==> src/rtl/fetch_buffer.sv <==
// Circular instruction queue between the multi-way fetch stage and decode.
// Enqueues up to WAY_NUM leading-valid lanes per cycle and presents the oldest WAY_NUM entries in order.
module fetch_buffer #(
  parameter int WAY_NUM = 2,
  parameter int DEPTH   = 8,
  parameter int XLEN    = 32
) (
  input  logic                           clock,
  input  logic                           reset,
  input  logic                           squash,
  input  logic [WAY_NUM-1:0]             if_valid_inst_in,
  input  logic [WAY_NUM*XLEN-1:0]        if_NPC_in,
  input  logic [WAY_NUM*32-1:0]          if_IR_in,
  input  logic [$clog2(WAY_NUM+1)-1:0]   id_take_cnt,
  output logic                           fb_ready,
  output logic [WAY_NUM*XLEN-1:0]        fb_NPC_out,
  output logic [WAY_NUM*32-1:0]          fb_IR_out,
  output logic [WAY_NUM-1:0]             fb_valid_inst_out,
  output logic [$clog2(DEPTH+1)-1:0]     fb_count
);

  localparam int PTR_W = $clog2(DEPTH);
  localparam int CNT_W = $clog2(DEPTH+1);

  logic [XLEN-1:0]  npc_mem [DEPTH];
  logic [31:0]      ir_mem  [DEPTH];

  logic [PTR_W-1:0] head;
  logic [PTR_W-1:0] tail;
  logic [CNT_W-1:0] count;

  logic [CNT_W-1:0] n_in;
  logic [CNT_W-1:0] n_in_acc;
  logic [CNT_W-1:0] n_out;
  logic [CNT_W-1:0] take_ext;
  logic             lead_run;
  logic             accept;

  // Only the contiguous run of valid lanes starting at lane 0 is accepted.
  always_comb begin
    n_in     = '0;
    lead_run = 1'b1;
    for (int i = 0; i < WAY_NUM; i++) begin
      lead_run = lead_run & if_valid_inst_in[i];
      if (lead_run) n_in = n_in + CNT_W'(1);
    end
  end

  always_comb begin
    take_ext = CNT_W'(id_take_cnt);
    n_out    = (take_ext > count) ? count : take_ext;
  end

  // Ready looks at registered occupancy only, so it never depends on this cycle's take.
  assign fb_ready = (CNT_W'(DEPTH) - count) >= CNT_W'(WAY_NUM);
  assign accept   = fb_ready & ~squash;
  assign n_in_acc = accept ? n_in : '0;
  assign fb_count = count;

  always_ff @(posedge clock) begin
    for (int i = 0; i < WAY_NUM; i++) begin
      if (accept && (CNT_W'(i) < n_in)) begin
        npc_mem[tail + PTR_W'(i)] <= if_NPC_in[i*XLEN +: XLEN];
        ir_mem[tail + PTR_W'(i)]  <= if_IR_in[i*32 +: 32];
      end
    end
  end

  always_ff @(posedge clock or posedge reset) begin
    if (reset) begin
      head  <= '0;
      tail  <= '0;
      count <= '0;
    end else if (squash) begin
      head  <= '0;
      tail  <= '0;
      count <= '0;
    end else begin
      head  <= head + PTR_W'(n_out);
      tail  <= tail + PTR_W'(n_in_acc);
      count <= count + n_in_acc - n_out;
    end
  end

  // Lanes beyond the occupancy are forced to zero so stale storage never leaks out.
  always_comb begin
    fb_valid_inst_out = '0;
    fb_NPC_out        = '0;
    fb_IR_out         = '0;
    for (int i = 0; i < WAY_NUM; i++) begin
      if (count > CNT_W'(i)) begin
        fb_valid_inst_out[i]      = 1'b1;
        fb_NPC_out[i*XLEN +: XLEN] = npc_mem[head + PTR_W'(i)];
        fb_IR_out[i*32 +: 32]      = ir_mem[head + PTR_W'(i)];
      end
    end
  end

  a_count_bound: assert property (@(posedge clock) disable iff (reset)
    count <= CNT_W'(DEPTH));
  a_take_bound: assert property (@(posedge clock) disable iff (reset)
    n_out <= count);

endmodule
==> config.mk <==
export PLATFORM = sky130hd
export DESIGN_NAME = fetch_buffer
export DESIGN_NICKNAME = d
export VERILOG_FILES = /design/src/rtl/fetch_buffer.sv
export SDC_FILE = /design/constraint.sdc
export NUM_CORES = 1
export LEC_CHECK = 0
export ABC_AREA = 0
export CELL_PAD_IN_SITES_DETAIL_PLACEMENT = 2
export CELL_PAD_IN_SITES_GLOBAL_PLACEMENT = 2
export CORE_MARGIN = 1.5
export CORE_UTILIZATION = 35
export DETAILED_ROUTE_END_ITERATION = 12
export PLACE_DENSITY = 0.8
export SLEW_MARGIN = 10
export SYNTH_ARGS = -nofsm -noshare
export SYNTH_HDL_FRONTEND = slang
export SYNTH_SLANG_ARGS = --single-unit
==> constraint.sdc <==
create_clock -name clock -period 4.71 [get_ports clock]
set_input_delay 0.471 -clock clock [delete_from_list [all_inputs] [get_ports clock]]
set_output_delay 0.471 -clock clock [all_outputs]
set_load 0.05 [all_outputs]
==> results.py <==
metrics = {
    "synth": {
        "avgSynthCellArea_sq_um": 16.3,
        "ys_seq_elements": 522,
        "synth_cell_types": 43,
        "ys.flop_type": "edfxtp_1",
        "synthesis.area_sq_mm": 0.0306,
        "async_flop_share_pct": 1.92,
        "synth_edf_count": 512,
        "ys_warn_count": 0,
        "synth_seq_area_share_pct": 51.0,
        "synthesis.nets": 2038,
        "synthCells": 1883,
    },
    "worst_setup_path": {
        "path_max_fanout": 44,
        "required_ns": 4.24,
        "cp-end-kind": "primary output",
        "start_kind": "flop",
        "crit_type": "flop to primary output",
        "crit_slowest_cell": "clkdlybuf4s50_1",
        "crit_path_max_incr_delay_ns": 0.90,
        "worstPathArrival_ns": 3.94,
        "worstPathCellList": "inv_1 > ha_1 > nand2b_1 > a22o_4 > buf_4 > a21oi_1 > clkdlybuf4s50_1",
    },
    "cells_and_area": {
        "final_util_pct": 42.1,
        "nFillCells": 8219,
        "syn2layout_area_growth_pct": 19.3,
        "fin_cells": 3321,
        "layout.nets": 2269,
        "drive_gt1_share_pct": 40.1,
        "final_cell_mix": "edfxtp_1 (512), mux2_2 (442), clkdlybuf4s50_1 (269)",
        "final_common_cell": "edfxtp_1",
    },
    "clock_network": {
        "htreeDepth": 2,
        "cts_tree": "done",
        "cts_buffers": 59,
        "cts_root_buf": "clkbuf_16",
        "clk_pin_slew_ns": 0.06,
        "cts_setup_buffers": 0,
        "clock-sinks": 522,
        "cts_buffer_depth": 3,
        "cts_resized": 0,
        "clk_latency_ns": 0.61,
        "cts_hold_buf": 0,
    },
    "placement": {
        "dp_hpwl_mm": 62.0,
        "gp_congestion": 0.748,
        "port_buffers": 269,
        "pre_cts_ws_ns": 0.807,
        "place_inst": 3208,
    },
    "floorplanning": {
        "fp.dieW_um": 299,
        "rows": 108,
        "io-pin-count": 270,
        "die_area_sq_mm": 0.0893,
        "die_h_um": 299,
        "start_util_pct": 35.3,
        "coreArea_sq_mm": 0.0868,
    },
    "timing": {
        "final_period_minus_worst_setup_slack_ns": 4.41,
        "fin_ws_ns": 0.303,
        "fmax_ghz": 0.227,
        "finalClockSkew_ns": 0.0205,
        "worstMarginPinSlew_ns": 1.08,
        "hold_slack_ns": 0.163,
        "setup_viol": 0,
        "fin_crit_sh_pct": 93.6,
        "rsz0062_at_grt": "false",
        "finalHoldViolations": 0,
        "slew_headroom_pct": 28.2,
        "slew_viol_final": 0,
    },
    "pwr": {
        "leakage_nw": 11.9,
        "p_clk_share_pct": 17.6,
        "seq_power_share_pct": 22.4,
        "pwr-share-comb_pct": 60.0,
        "fin_total_pwr_mw": 25.0,
        "cellPowerDensity_mw_per_mm2": 684,
        "ir_worst_vdd_mv": 0.639,
        "swShare_pct": 46.3,
        "internal-power_mw": 13.4,
        "p_switching_mw": 11.6,
    },
    "run_status": {
        "status": "finished, final reports clean",
    },
    "routing": {
        "num_vias": 19400,
        "drtIter0Drc": 1532,
        "drc": 0,
        "first_pass_iters": 5,
        "final_antenna_net_count": 0,
        "routed_wl_mm": 104,
        "vias_per_cell": 5.84,
        "wl_per_cell_um": 31.4,
    },
    "global_routing": {
        "grt_max_degree": 148,
        "antenna_found_initial": 12,
        "grtUsageTotal_pct": 23.2,
        "first_global_vias": 22300,
        "globalRouteOverflowTotal": 0,
        "grt_pass1_wl_mm": 153,
    },
    "flow_run": {
        "timing.max_cap.violations": 0,
    },
    "min_path": {
        "worstHoldPathType": "input pin to async pin",
    },
}
layer usage:
| metal | part of all wire [%] | global-route usage, % |
|---|---|---|
| met5 | 0.098 | 0 |
| met4 | 2.4 | 6.20 |
| met3 | 5.3 | 3.89 |
| met2 | 53 | 42.4 |
| met1 | 39 | 28.2 |
worst max-delay path, delay by kind of cell (launching register included):
family,cells,cell delay (ns)
buf+inv,3,1.38
compound gates,2,0.96
flops,1,0.50
fa+ha+maj,1,0.26
simple gates,1,0.17
cell families (layout without fill, tap and decap cells):
family	after synthesis	count (layout)	synth area share, %
buf+inv	165	444	2.88
other cells	0	4	0
fa+ha+maj	20	20	0.891
simple gates	253	253	3.52
flops	522	522	51.0
xor+xnor	10	10	0.286
mux	832	832	40.0
compound gates	81	81	1.39
cells in the mapped netlist, types with 2 or more instances:
cell type	instances	area (sq um)
nand4_1	2	12.5
nand2_1	137	514
a21oi_1	74	370
ha_1	17	213
inv_1	16	60.1
nor2_1	78	293
nand2b_1	4	25.0
mux2_2	442	4980
xnor2_1	5	43.8
clkbuf_1	59	221
mux2_1	50	563
mux2_4	20	300
nand2_2	3	18.8
dfrtp_1	10	250
xor2_1	5	43.8
nand3_4	2	35.0
buf_6	28	315
nor3_1	2	10.0
buf_2	41	205
or3_1	2	12.5
buf_1	20	75.1
mux2i_1	64	641
and3_1	2	12.5
edfxtp_1	512	15400
o21ai_0	2	10.0
nand3_1	4	20.0
mux4_2	256	5770
nor2b_1	9	56.3
fa_1	3	60.1
final cells by class:
cell class,instances,area [sq um],share of cell area [%]
antenna,4,10.0,0.0274
clock buffer,73,1530,4.19
clock inverter,36,253,0.692
inverter,17,63.8,0.175
multi-input combinational,1196,14300,39.1
sequential,522,15600,42.8
tap,1155,1450,3.96
timing repair buffer,318,3310,9.06
power by group through the flow:
| stage | registers (mW) | logic (mW) | clock network [mW] |
|---|---|---|---|
| after global routing | 5.62 | 15.7 | 4.61 |
| after CTS | 5.59 | 15.2 | 4.47 |
| after detailed placement | 5.69 | 15.1 | 0 |
| after global placement | 5.65 | 14.9 | 0 |
| after floorplan | 5.67 | 9.94 | 0 |
| final | 5.59 | 15.0 | 4.38 |
final timing paths:
kind	from	to	slack, ns	cells after the start
setup / recovery	fb_count[0]	fb_IR_out[44]	0.30	7
hold / removal	reset	fb_count[0]	0.16	2
setup reg to reg	fb_count[0]	fb_count[3]	0.81	13
hold reg to reg	tail[1]	tail[1]	0.78	3
max in group asynchronous	reset	head[2]	4.19	2
min in group clock	squash	fb_count[1]	0.61	3
flip-flops by register name (all words and copies together), names as in the netlist:
name      cells
npc_mem     256
ir_mem      256
head          3
fb_count      4
tail          3
metrics by stage:
step                area [sq um]  TNS, ns
floorplan                  30600  -184.21
global placement           34700        0
detailed placement         34700        0
CTS                        36500        0
global route               36500        0
finish                     36500        0
(Power assumes the default switching activity.)
